[src/rtl/rf_scan_reader.sv]
// Multi-channel RF power-detector scanner. It steps one shared ADC across the
// enabled channels, averages each channel and reports a saturated signed dBm code.
//
// state      | meaning
// S_IDLE     | ADC off, waiting for start
// S_SELECT   | mux switched, settle timer running
// S_START    | one-cycle conversion start pulse
// S_WAIT_EOC | waiting for end of conversion, timeout timer running
// S_CONVERT  | average -> dBm, publish the result
// S_NEXT     | advance to the next enabled channel or finish the scan
module rf_scan_reader #(
  parameter int NUM_CH   = 4,
  parameter int ADC_W    = 10,
  parameter int AVG_LOG2 = 2,
  parameter int OFFSET   = 512,
  parameter int SHIFT    = 2,
  parameter int SETTLE   = 4,
  parameter int TIMEOUT  = 255,
  localparam int CH_W    = $clog2(NUM_CH)
) (
  input  logic              clk,
  input  logic              rst_n,
  input  logic              start,
  input  logic              continuous,
  input  logic [NUM_CH-1:0] ch_mask,
  output logic              adc_en,
  output logic [CH_W-1:0]   adc_mux_sel,
  output logic              adc_start,
  input  logic              adc_eoc,
  input  logic [ADC_W-1:0]  adc_data,
  output logic [7:0]        power_dbm,
  output logic [CH_W-1:0]   pwr_ch,
  output logic              pwr_valid,
  output logic              scan_done,
  output logic              busy,
  output logic [NUM_CH-1:0] err_flags
);

  localparam int ACC_W = ADC_W + AVG_LOG2;
  localparam int SET_W = $clog2(SETTLE + 1);
  localparam int TMO_W = $clog2(TIMEOUT + 1);
  localparam logic [SET_W-1:0]      SETTLE_LD = SET_W'(SETTLE - 1);
  localparam logic [TMO_W-1:0]      TMO_LD    = TMO_W'(TIMEOUT - 1);
  localparam logic [AVG_LOG2:0]     LAST_SMP  = (AVG_LOG2 + 1)'((1 << AVG_LOG2) - 1);
  localparam logic [ADC_W-1:0]      OFF_C     = ADC_W'(OFFSET);
  localparam logic signed [ADC_W:0] SAT_HI    = (ADC_W + 1)'(127);
  localparam logic signed [ADC_W:0] SAT_LO    = (ADC_W + 1)'(-128);

  typedef enum logic [2:0] {
    S_IDLE, S_SELECT, S_START, S_WAIT_EOC, S_CONVERT, S_NEXT
  } state_t;

  state_t                  state;
  logic [NUM_CH-1:0]       mask_q;
  logic [SET_W-1:0]        settle_cnt;
  logic [TMO_W-1:0]        tmo_cnt;
  logic [ACC_W-1:0]        acc;
  logic [AVG_LOG2:0]       smp_cnt;
  logic [ADC_W-1:0]        avg;
  logic signed [ADC_W:0]   diff;
  logic signed [ADC_W:0]   scaled;
  logic [7:0]              sat;
  logic [CH_W:0]           first_new;
  logic [CH_W:0]           next_ch;

  // {found, index} of the lowest set bit of m at or above position lo
  function automatic logic [CH_W:0] pick(input logic [NUM_CH-1:0] m, input int lo);
    logic [CH_W:0] r;
    r = '0;
    for (int i = NUM_CH - 1; i >= 0; i--)
      if (m[i] && i >= lo) r = {1'b1, CH_W'(i)};
    return r;
  endfunction

  assign first_new = pick(ch_mask, 0);
  assign next_ch   = pick(mask_q, int'(adc_mux_sel) + 1);

  assign avg    = ADC_W'(acc >> AVG_LOG2);
  assign diff   = $signed({1'b0, avg}) - $signed({1'b0, OFF_C});
  assign scaled = diff >>> SHIFT;

  always_comb begin
    sat = scaled[7:0];
    if (scaled > SAT_HI)      sat = 8'h7f;
    else if (scaled < SAT_LO) sat = 8'h80;
  end

  always_ff @(posedge clk) begin
    if (!rst_n) begin
      state       <= S_IDLE;
      mask_q      <= '0;
      settle_cnt  <= '0;
      tmo_cnt     <= '0;
      acc         <= '0;
      smp_cnt     <= '0;
      adc_en      <= 1'b0;
      adc_mux_sel <= '0;
      adc_start   <= 1'b0;
      power_dbm   <= '0;
      pwr_ch      <= '0;
      pwr_valid   <= 1'b0;
      scan_done   <= 1'b0;
      busy        <= 1'b0;
      err_flags   <= '0;
    end else begin
      adc_start <= 1'b0;
      pwr_valid <= 1'b0;
      scan_done <= 1'b0;
      case (state)
        S_IDLE: begin
          if (start) begin
            mask_q     <= ch_mask;
            err_flags  <= '0;
            busy       <= 1'b1;
            adc_en     <= 1'b1;
            settle_cnt <= SETTLE_LD;
            if (first_new[CH_W]) begin
              adc_mux_sel <= first_new[CH_W-1:0];
              state       <= S_SELECT;
            end else begin
              state <= S_NEXT;
            end
          end
        end
        S_SELECT: begin
          acc     <= '0;
          smp_cnt <= '0;
          if (settle_cnt == '0) begin
            adc_start <= 1'b1;
            state     <= S_START;
          end else begin
            settle_cnt <= settle_cnt - SET_W'(1);
          end
        end
        S_START: begin
          tmo_cnt <= TMO_LD;
          state   <= S_WAIT_EOC;
        end
        S_WAIT_EOC: begin
          // a conversion landing on the expiry cycle still counts
          if (adc_eoc) begin
            acc     <= acc + ACC_W'(adc_data);
            smp_cnt <= smp_cnt + (AVG_LOG2 + 1)'(1);
            if (smp_cnt == LAST_SMP) begin
              state <= S_CONVERT;
            end else begin
              adc_start <= 1'b1;
              state     <= S_START;
            end
          end else if (tmo_cnt == '0) begin
            err_flags[adc_mux_sel] <= 1'b1;
            state                  <= S_NEXT;
          end else begin
            tmo_cnt <= tmo_cnt - TMO_W'(1);
          end
        end
        S_CONVERT: begin
          power_dbm <= sat;
          pwr_ch    <= adc_mux_sel;
          pwr_valid <= 1'b1;
          state     <= S_NEXT;
        end
        S_NEXT: begin
          if (next_ch[CH_W]) begin
            adc_mux_sel <= next_ch[CH_W-1:0];
            settle_cnt  <= SETTLE_LD;
            state       <= S_SELECT;
          end else begin
            scan_done <= 1'b1;
            if (continuous) begin
              mask_q     <= ch_mask;
              err_flags  <= '0;
              settle_cnt <= SETTLE_LD;
              if (first_new[CH_W]) begin
                adc_mux_sel <= first_new[CH_W-1:0];
                state       <= S_SELECT;
              end else begin
                state <= S_NEXT;
              end
            end else begin
              busy   <= 1'b0;
              adc_en <= 1'b0;
              state  <= S_IDLE;
            end
          end
        end
        default: state <= S_IDLE;
      endcase
    end
  end

endmodule

[config.mk]
export PLATFORM = sky130hd
export DESIGN_NAME = rf_scan_reader
export DESIGN_NICKNAME = d
export VERILOG_FILES = /design/src/rtl/rf_scan_reader.sv
export SDC_FILE = /design/constraint.sdc
export NUM_CORES = 1
export LEC_CHECK = 0
export CAP_MARGIN = 10
export CORE_MARGIN = 8
export CORE_UTILIZATION = 55
export DETAILED_ROUTE_END_ITERATION = 8
export HOLD_SLACK_MARGIN = 0.15
export PLACE_DENSITY = 0.78
export SLEW_MARGIN = 20
export SYNTH_ARGS = -nofsm -noshare
export SYNTH_HDL_FRONTEND = slang
export SYNTH_SLANG_ARGS = --single-unit
[constraint.sdc]
create_clock -name clk -period 2.4 [get_ports clk]
set_input_delay 0.48 -clock clk [delete_from_list [all_inputs] [get_ports clk]]
set_output_delay 0.48 -clock clk [all_outputs]
set_load 0.01 [all_outputs]
# After elaboration in Yosys (flattened, before gate mapping)
# Index checks and enable logic that the tools add are counted.
# op_classes
n_addsub	6
n_lt_le_gt_ge	8
eq_ne	18
mux	58
n_bitwise	1
reduce_logical	22
# op_table
cell	n
two-way mux 3 bit	21
two-way mux 4 bit	8
two-way mux 8 bit	4
one-hot mux 12 bit (2 select lines)	1
inequality test 2 bit (second input constant)	10
one-hot mux 3 bit (6 select lines)	1
one-hot mux 8 bit (2 select lines)	1
adder 12 x 10 -> 12 bit	1
two-way mux 12 bit	1
one-hot mux 4 bit (3 select lines)	1
AND reduction 4 bit	3
subtractor 10 x 10 -> 11 bit (second input constant)	1
== test 3 x 2 -> 1 bit (second input constant)	3
> comparator 9 x 8 -> 1 bit (second input constant)	1
less-than comparator 9 x 8 -> 1 bit (second input constant)	1
two-way mux 1 bit	9
one-hot mux 3 bit (3 select lines)	1
AND reduction 3 bit	3
logical NOT 8 bit	1
two-way mux 2 bit	4
one-hot mux 4 bit (2 select lines)	1
subtractor 8 x 1 -> 8 bit (second input constant)	1
== test 3 bit (second input constant)	2
greater-or-equal comparator 1 x 3 -> 1 bit (first input constant)	2
19 further kinds	31
# word_totals
ff_bits	53
inputBits	19

# Depth between registers and ports, before layout
# Gate-level depths: netlist of run 1.
# logic_depth
word_depth	9
ltp_mapped	8

# Worst setup path after synthesis of run 1
# Ideal clock, no wire load.
# synth_timing
kind	input-to-reg
from	input port adc_data[0]
to	register acc[10]
setup_time_ns	0.127
t_arrival_ns	2.050
path_slack_ns	0.223
cell_stages	8
path_buffers	0
cell_sequence	ha_1 -> inv_1 -> fa_1 -> nor2b_1 -> o31ai_1 -> a21oi_1 -> and4b_1 -> or3b_1
# synth_via
elab_chain_len	3
# synth_lines
element	line_no	rtl
start: declaration	30	input logic [ADC_W-1:0] adc_data,
adder 12 x 10 -> 12 bit	142	acc <= acc + ACC_W'(adc_data);
two-way mux 12 bit	141	if (adc_eoc) begin
one-hot mux 12 bit (2 select lines)	109	case (state)
end signal: assignment	142	
end: declaration	57	logic [ACC_W-1:0] acc;
# No other way between the ends. The select of a mux whose other input is x is not followed.
# A chain may end at the register's enable or synchronous reset.

# Worst setup path in the final report of run 1
# Same ends and word-level chain as after synthesis.

==> results.cfg, run 1 <==
[layout]
drive_gt1_share_pct = 10.6
fin_nets = 450
antenna_cells = 0
fin_util_pct = 70.6
synthToLayoutAreaGrowth_pct = 23.0
final_cells = 485

[route]
routed-via-count = 2713
drt_iter0_markers = 153
top_layer_used = met4
ant_nets = 0
wl_per_cell_microns = 14.1
totalWireLength_mm = 6.82
first_pass_iters = 4
drc_errors = 0
dr_wl_met2_mm = 3.17
routed_via_density = 5.59
drt-met1-wl_mm = 3.26
met3_wirelength_microns = 320

[critical_path]
cp-end-kind = flip-flop
r2r_slack_ns = 0.34
worstPathRequired_ns = 2.60
crit_type = in2reg
crit_path_start_kind = primary input
cp_max_fo = 2
arrival_ns = 2.55

[placement]
globalplace.congestion = 0.880
dp_hpwl_mm = 5.18
portBuffers = 39
place_inst = 476

[yosys]
synth_cell_types = 55
ys_ff_latch = 52
syn_area_per_cell_sq_um = 8.18
syn_nets = 399
syn_inst = 363
synth-edff-count = 0
yosysSeqAreaShare_pct = 35.1
synth_area_sq_um = 2970
yosys_warnings = 0
async_flop_share_pct = 0
ys.flop_type = dfxtp_1

[worst_hold_path]
hold_class = reg2reg

[clock_tree]
cts.clk_slew.worst_paths_ns = 0.10
cts.sinks = 52
ctsHoldBuffers = 0
cts_max_path_buffers = 2
cts-root-buf = clkbuf_8
worstSkewPairLatency_ns = 0.31
htreeDepth = 2
numCtsBuffers = 5
cts_tree = done

[run_status]
status = completed

[floorplanning]
boundaryPins = 40
coreArea_sq_um = 5170
core.rowCount = 26
dieArea_sq_um = 8000
dieWidth_microns = 89.5
die_h_microns = 89.5
start_util_pct = 57.4

[timing]
finalSetupViolCount = 0
clock.fmax_ghz = 0.426
fin_worst_skew_ns = 0.00901
finalSetupTns_ns = 0
slew_viol_final = 0
relSlewSlack_pct = 50.0
period_minus_slack_ns = 2.35
post-route-period-util_pct = 97.8
worstMarginPinSlew_ns = 0.747
hold_violations = 0

[pwr]
p_per_area_nw_per_um2 = 719
peakVddDrop_mv = 0.458
cellLeakagePower_uw = 0.00141

[global_routing]
grt_usage_pct = 17.5
grt_overflow = 0
grt_max_degree = 35
antenna_found_initial = 0
grt_pass1_vias = 2468
grt_pass1_wl_mm = 11.1

[run]
drv_cap = 0
-- per-stage QoR --
stage                     power, uW  hold slack (ns)  worst slack (ns)  instance area (sq um)
after detailed placement       2110            0.455            -0.331                   3540
final                          2630            0.463            0.0518                   3650
after CTS                      2640            0.472            0.0143                   3630
after global placement         2080            0.447            -0.235                   3540
after floorplan                1840            0.438             0.223                   2970
after global routing           2820            0.483          -0.00636                   3650
-- critical path: stages --
cell and delay (ns):
clkdlybuf4s50_1 0.47, ha_1 0.17, inv_1 0.06, fa_2 0.34, nor2b_2 0.14, o31ai_1 0.09, a21oi_1 0.22, and4b_1 0.21
or3b_1 0.37
-- registers in the layout (all words and copies together) (netlist names) --
register,flops
scan_done,1
smp_cnt,3
adc_start,1
acc,12
power_dbm,8
tmo_cnt,8
settle_cnt,3
busy,1
mask_q,3
adc_mux_sel,2
pwr_valid,1
pwr_ch,2
state,3
err_flags,4
-- logic make-up after synthesis --
logic type | share of synthesized area (%)
and+or+nand+nor | 22.7
DFF | 35.1
AOI/OAI and AO/OA | 25.2
buffers and inverters | 5.02
xor gates and xnor gates | 3.25
adders and majority gates | 7.42
muxes | 1.35
-- cells in the mapped netlist, types with 5 or more instances --
cell	n	share of area, %
ha_1	16	6.7
nand3_1	13	2.2
inv_1	17	2.2
nand2_1	37	4.7
a31oi_1	7	1.5
nor3_1	10	1.7
nor4_1	6	1.3
and3_1	5	1.1
a22oi_1	5	1.3
o21a_1	9	2.3
clkbuf_1	13	1.6
xnor2_1	7	2.1
nor2_1	23	2.9
o21ai_0	22	3.7
nor2b_1	18	3.8
a21oi_1	20	3.4
buf_2	5	0.84
a21boi_0	10	2.5
dfxtp_1	52	35
-- path summary, 6_finish.rpt --
path                              startpoint                    endpoint  depth (start not counted)
hold reg to reg   settle_cnt[1]$_SDFFE_PN0P_  settle_cnt[1]$_SDFFE_PN0P_                          2
hold / removal    settle_cnt[1]$_SDFFE_PN0P_  settle_cnt[1]$_SDFFE_PN0P_                          2
setup / recovery                 adc_data[0]        acc[10]$_SDFFE_PN0P_                          9
setup reg to reg         acc[0]$_SDFFE_PN0P_        acc[10]$_SDFFE_PN0P_                          8
-- report_power, final --
part	switching, uW	internal (uW)
sequential	121	975
clock	309	214
combinational	543	463
-- final cells by class --
class	instances	area, sq um
clock buffers	5	68.8
multi-input cells	274	1790
clock inverters	3	27.5
flip-flops and latches	52	1040
well taps	70	87.6
fillers	415	1520
repair buffers	63	571
inverters	18	67.6
-- cell usage in the layout (no fill, tap or decap), types with 4 or more instances in the layout --
cell type / count
dfxtp_1: 52
clkdlybuf4s50_1: 39
nand2_1: 37
buf_4: 24
nor2_1: 23
o21ai_0: 22
a21oi_1: 20
inv_1: 17
nor2b_1: 17
ha_1: 16
nand3_1: 13
nor3_1: 10
a21boi_0: 10
o21a_1: 9
xnor2_1: 7
a31oi_1: 7
nor4_1: 6
a22oi_1: 5
and3_1: 5
clkbuf_8: 5
o31a_1: 4
o31ai_1: 4
xor2_1: 4
and2_1: 4
mux2i_1: 4
o2111ai_1: 4
-- what timing repair did --
item                       CTS  global route
setup endpoints to repair    1             2
resized for setup            0             3
pin swaps                    1             1
setup buffers                0             1
-- layer usage --
metal,vias to the layer above,track usage (%)
met5,-,0
met4,0,4.98
met3,5,3.31
met2,49,28.8
met1,1254,22.6
li1,1405,-
Note: power is estimated with default switching activity, not from simulation.
==> run 2: changes to the inputs <==
--- a/config.mk
+++ b/config.mk
@@ -8,7 +8,9 @@
 export CAP_MARGIN = 10
 export CORE_MARGIN = 8
 export CORE_UTILIZATION = 55
+export CTS_BUF_LIST = sky130_fd_sc_hd__clkbuf_16
 export DETAILED_ROUTE_END_ITERATION = 8
+export GPL_ROUTABILITY_DRIVEN = 0
 export HOLD_SLACK_MARGIN = 0.15
 export PLACE_DENSITY = 0.78
 export SLEW_MARGIN = 20
==> run 2 against run 1 <==
Design area grew 2.3%; first-iteration DRC count is 80% higher; critical path depth unchanged; non-clock buffer count rose by 1; critical path type unchanged; largest cell class unchanged; largest power group unchanged; highest routed layer unchanged.
==> results.cfg, run 2 (synthesis results as in run 1) <==
[layout]
largest_register = acc
fin_util_pct = 72.2
fin_nets = 451
antenna_cells = 0
final_cell_mix = dfxtp_1, clkdlybuf4s50_1, nand2_1
largest_register_ffs = 12
drive_gt1_share_pct = 11.1
synthToLayoutAreaGrowth_pct = 25.8
top_regs = acc (12), power_dbm (8), tmo_cnt (8)
design_area_sq_um = 3730
final_cells = 486
layout_commonest_cell = dfxtp_1

[pwr]
p_per_area_nw_per_um2 = 780
power.net_switching_uw = 986
pwr-share-clk_pct = 27.4
p_int_uw = 1930
pwr-share-comb_pct = 34.7
cellLeakagePower_uw = 0.00144
swShare_pct = 33.8
peakVddDrop_mv = 0.502
p_total_uw = 2910
seq_power_share_pct = 37.8

[run]
drv_cap = 0

[worst_hold_path]
hold_class = reg2reg
whs_path_depth = 2

[global_routing]
grt_usage_pct = 18.7
grt_overflow = 0
grt_pass1_wl_mm = 12.0
grt_max_degree = 35
grt_pass1_vias = 2608
antenna_found_initial = 0

[floorplanning]
core.rowCount = 26
coreArea_sq_um = 5170
start_util_pct = 57.4
die_h_microns = 89.5
dieWidth_microns = 89.5
boundaryPins = 40
dieArea_sq_um = 8000

[critical_path]
arrival_ns = 2.52
crit_type = in2reg
rr_worst_depth = 7
crit_chain = clkdlybuf4s50_1 -> ha_1 -> inv_1 -> fa_2 -> nor2b_2 -> o31ai_2 -> a21oi_1 -> and4b_1 -> or3b_1
worstPathRequired_ns = 2.57
critPathSlowestCell = clkdlybuf4s50_1
cpPeakStageDelay_ns = 0.46
crit_path_start_kind = primary input
cp_max_fo = 2
cp-end-kind = flip-flop

[route]
drt_iter0_markers = 276
wl_per_cell_microns = 14.7
routed_via_density = 5.79
first_pass_iters = 5
totalWireLength_mm = 7.16
routed-via-count = 2815
drc_errors = 0
ant_nets = 0

[clock_tree]
htreeDepth = 2
numCtsBuffers = 5
cts.clk_slew.worst_paths_ns = 0.07
cts.sinks = 52
cts_max_path_buffers = 2
cts-root-buf = clkbuf_16
worstSkewPairLatency_ns = 0.29
cts_tree = done

[timing]
worstMarginPinSlew_ns = 0.711
fin_worst_skew_ns = 0.00894
slew_viol_final = 0
hold_violations = 0
post-route-period-util_pct = 97.8
finalSetupTns_ns = 0
relSlewSlack_pct = 52.4
finalSetupViolCount = 0
clock.fmax_ghz = 0.426
period_minus_slack_ns = 2.35

[run_status]
status = completed

[placement]
place_inst = 477
portBuffers = 39
post_dp_cell_area_sq_um = 3540
dp_hpwl_mm = 5.29
[run 2: cell types whose count changed in the layout (fill, tap and decap cells not counted)]
cell	previous run	this run
inv_8	1	0
o31ai_1	4	3
clkbuf_16	0	5
clkinv_4	1	0
o31ai_2	0	1
buf_4	24	25
clkbuf_8	5	0
bufinv_16	0	1
clkinv_2	0	1
[run 2: power by group through the flow]
stage	logic, uW	clock network (uW)	registers (uW)
2_1_floorplan	761	0	1080
3_3_place_gp	978	0	1110
3_5_place_dp	993	0	1120
4_1_cts	1010	807	1100
5_1_grt	1140	852	1120
6_report	1010	799	1100
[run 2: timing repair]
action / in CTS / in global routing
setup buffers: 0 / 1
hold buffers: 0 / 0
endpoints found under the setup margin: 0 / 2
resized for setup: 0 / 4
endpoints found under the hold margin: 0 / 0
[run 2: worst paths after layout]
| path | start | to | slack [ns] |
|---|---|---|---|
| max | adc_data[0] | acc[10]$_SDFFE_PN0P_ | 0.05 |
| min | power_dbm[5]$_SDFFE_PN0P_ | power_dbm[5]$_SDFFE_PN0P_ | 0.46 |
| max reg2reg | acc[5]$_SDFFE_PN0P_ | acc[10]$_SDFFE_PN0P_ | 0.35 |
| min reg2reg | power_dbm[5]$_SDFFE_PN0P_ | power_dbm[5]$_SDFFE_PN0P_ | 0.46 |
[run 2: layout make-up]
| type | instances | area, sq um |
|---|---|---|
| Multi-Input combinational cell | 274 | 1790 |
| Fill cell | 405 | 1440 |
| Sequential cell | 52 | 1040 |
| Timing Repair Buffer | 64 | 578 |
| Clock buffer | 5 | 125 |
| Tap cell | 70 | 87.6 |
| Inverter | 18 | 67.6 |
| Clock inverter | 3 | 42.5 |
[run 2: metal layers]
metal / vias to the layer above / share of wire, % / GRT usage, %
met5: - / 0 / 0
met4: 0 / 0.95 / 4.83
met3: 7 / 5.0 / 3.03
met2: 81 / 47 / 30.2
met1: 1316 / 47 / 25.0
li1: 1411 / - / -
[run 2: per-stage QoR]
step,setup WS [ns],hold WS (ns)
after floorplan,0.223,0.438
after global placement,-0.235,0.447
after detailed placement,-0.298,0.458
after CTS,0.00754,0.465
after global routing,-0.0330,0.483
final,0.0539,0.460
[run 2: worst max-delay path, delay by kind of cell]
family | cells | cell delay [ns]
AND/OR/NAND/NOR | 3 | 0.75
buffers and inverters | 2 | 0.51
adder cells (fa/ha/maj) | 2 | 0.50
AO/OA/AOI/OAI | 2 | 0.27
==> run 3: changes to the inputs <==
--- a/config.mk
+++ b/config.mk
@@ -7,12 +7,12 @@
 export LEC_CHECK = 0
 export CAP_MARGIN = 10
 export CORE_MARGIN = 8
-export CORE_UTILIZATION = 55
+export CORE_UTILIZATION = 59
 export CTS_BUF_LIST = sky130_fd_sc_hd__clkbuf_16
 export DETAILED_ROUTE_END_ITERATION = 8
 export GPL_ROUTABILITY_DRIVEN = 0
 export HOLD_SLACK_MARGIN = 0.15
-export PLACE_DENSITY = 0.78
+export PLACE_DENSITY = 0.83
 export SLEW_MARGIN = 20
 export SYNTH_ARGS = -nofsm -noshare
 export SYNTH_HDL_FRONTEND = slang
==> constraint.sdc (replaced) <==
create_clock -name clk -period 2.8 [get_ports clk]
set_input_delay 0.56 -clock clk [delete_from_list [all_inputs] [get_ports clk]]
set_output_delay 0.56 -clock clk [all_outputs]
set_load 0.01 [all_outputs]
==> run 3 against run 2 <==
Critical path depth stayed put; sequential cell count stayed put; final cell count is 3.1% lower; wire length is 1.3% lower; sequential share of layout area is 0.92 points higher; sequential power is 11% lower; setup slack better by 0.23 ns; clock power is 14% lower; via count is 2.3% lower; hold slack better by 0.0027 ns; largest cell class unchanged; largest power group unchanged.
==> results.cfg, run 3 (synthesis results as in run 1) <==
[global_routing]
grt_max_degree = 51
antenna_found_initial = 0
grt_overflow = 0
grt_usage_pct = 19.4
grt_pass1_vias = 2611
grt_pass1_wl_mm = 11.9

[run_status]
status = completed

[critical_path]
crit_chain = clkdlybuf4s50_1 -> ha_1 -> inv_1 -> fa_1 -> nor2b_1 -> o31ai_1 -> a21oi_1 -> and4b_1 -> or3b_1
crit_buf_inv = 2
cpPeakStageDelay_ns = 0.46
cp-end-kind = flip-flop
cp_max_fo = 2
critPathTopFamily = simple AND/OR/NAND/NOR gates
arrival_ns = 2.69
crit_type = in2reg
critPathSlowestCell = clkdlybuf4s50_1
crit_path_start_kind = primary input
worstPathRequired_ns = 2.97

[timing]
finalSetupViolCount = 0
period_minus_slack_ns = 2.52
fin_hold_ws_ns = 0.463
worstMarginPinSlew_ns = 0.713
rsz0062_at_grt = no
fin_worst_skew_ns = 0.00637
slew_viol_final = 0
finalSetupTns_ns = 0
hold_violations = 0
clock.fmax_ghz = 0.397
post-route-period-util_pct = 90.0
relSlewSlack_pct = 52.3

[clock_tree]
ctsHoldBuffers = 0
post_cts_resized = 0
htreeDepth = 2
cts-root-buf = clkbuf_16
worstSkewPairLatency_ns = 0.29
cts_max_path_buffers = 2
numCtsBuffers = 5
cts.clk_slew.worst_paths_ns = 0.07
cts.sinks = 52
cts_tree = done
cts_setup_buffers = 0

[layout]
antenna_cells = 0
largest_register_ffs = 12
largest_register = acc
drive_gt1_share_pct = 6.48
synthToLayoutAreaGrowth_pct = 21.8
final_cell_mix = dfxtp_1, clkdlybuf4s50_1, nand2_1
layout_commonest_cell = dfxtp_1
top_regs = acc (12), power_dbm (8), tmo_cnt (8)
fin_nets = 436
final_cells = 471
design_area_sq_um = 3620

[route]
totalWireLength_mm = 7.07
routed-via-count = 2749
first_pass_iters = 5
routed_via_density = 5.84
wl_per_cell_microns = 15.0
drc_errors = 0
ant_nets = 0
drt_iter0_markers = 171

[pwr]
swShare_pct = 34.1
power.net_switching_uw = 843
seq_power_share_pct = 39.4
p_int_uw = 1630
peakVddDrop_mv = 0.431
pwr-share-clk_pct = 27.8
p_total_uw = 2470
cellLeakagePower_uw = 0.00138
p_per_area_nw_per_um2 = 683
pwr-share-comb_pct = 32.8

[floorplanning]
dieWidth_microns = 86.9
coreArea_sq_um = 4980
die_h_microns = 86.9
boundaryPins = 40
start_util_pct = 59.6
core.rowCount = 26
dieArea_sq_um = 7560

[placement]
post_dp_cell_area_sq_um = 3450
place_inst = 463
portBuffers = 39
dp_hpwl_mm = 4.95

[run]
drv_cap = 0

[worst_hold_path]
hold_class = reg2reg
run 3: changes by cell type in the layout (fill, tap and decap cells not counted), sizes merged:
cell / delta
inv: +1
buf: -15
clkinvlp: -1
run 3: power by group through the flow:
stage | Clock (uW) | Combinational, uW | Sequential, uW
floorplan | 0 | 652 | 924
global placement | 0 | 781 | 981
detailed placement | 0 | 801 | 985
CTS | 693 | 807 | 970
global route | 735 | 908 | 991
finish | 686 | 811 | 974
run 3: routing by layer:
metal	GRT usage, %	wire length [microns]	share of wire [%]	vias to the layer above
met2	30.5	3310	47	79
met3	4.25	368	5.2	12
li1	-	-	-	1373
met5	0	0	0	-
met1	25.0	3270	46	1285
met4	7.98	119	1.7	0
run 3: worst paths after layout:
| check | from | end | slack, ns | cells after the start |
|---|---|---|---|---|
| setup / recovery | adc_data[0] | acc[10]$_SDFFE_PN0P_ | 0.28 | 9 |
| setup reg to reg | acc[0]$_SDFFE_PN0P_ | acc[10]$_SDFFE_PN0P_ | 0.67 | 8 |
| hold reg to reg | power_dbm[5]$_SDFFE_PN0P_ | power_dbm[5]$_SDFFE_PN0P_ | 0.46 | 2 |
| hold / removal | power_dbm[5]$_SDFFE_PN0P_ | power_dbm[5]$_SDFFE_PN0P_ | 0.46 | 2 |
run 3: cell type report:
cell class | instances | area (sq um)
clock inverter | 3 | 38.8
inverter | 18 | 67.6
sequential | 52 | 1040
timing repair buffer | 49 | 478
tap | 70 | 87.6
fill | 399 | 1360
clock buffer | 5 | 125
multi-input combinational | 274 | 1780
run 3: stage by stage:
stage                     worst slack, ns  util [%]
after floorplan                     0.543         -
after global placement             0.0723      69.4
after detailed placement          0.00225      69.4
after CTS                           0.285      72.6
after global routing                0.130      72.6
final                               0.281      72.6
run 3: worst register-to-register path, delay by kind of cell (launching register included):
family | cells | cell delay (ns)
AND/OR/NAND/NOR | 3 | 0.74
flip-flops | 1 | 0.33
adder cells (fa/ha/maj) | 2 | 0.56
buffers and inverters | 1 | 0.07
AO/OA/AOI/OAI | 2 | 0.31
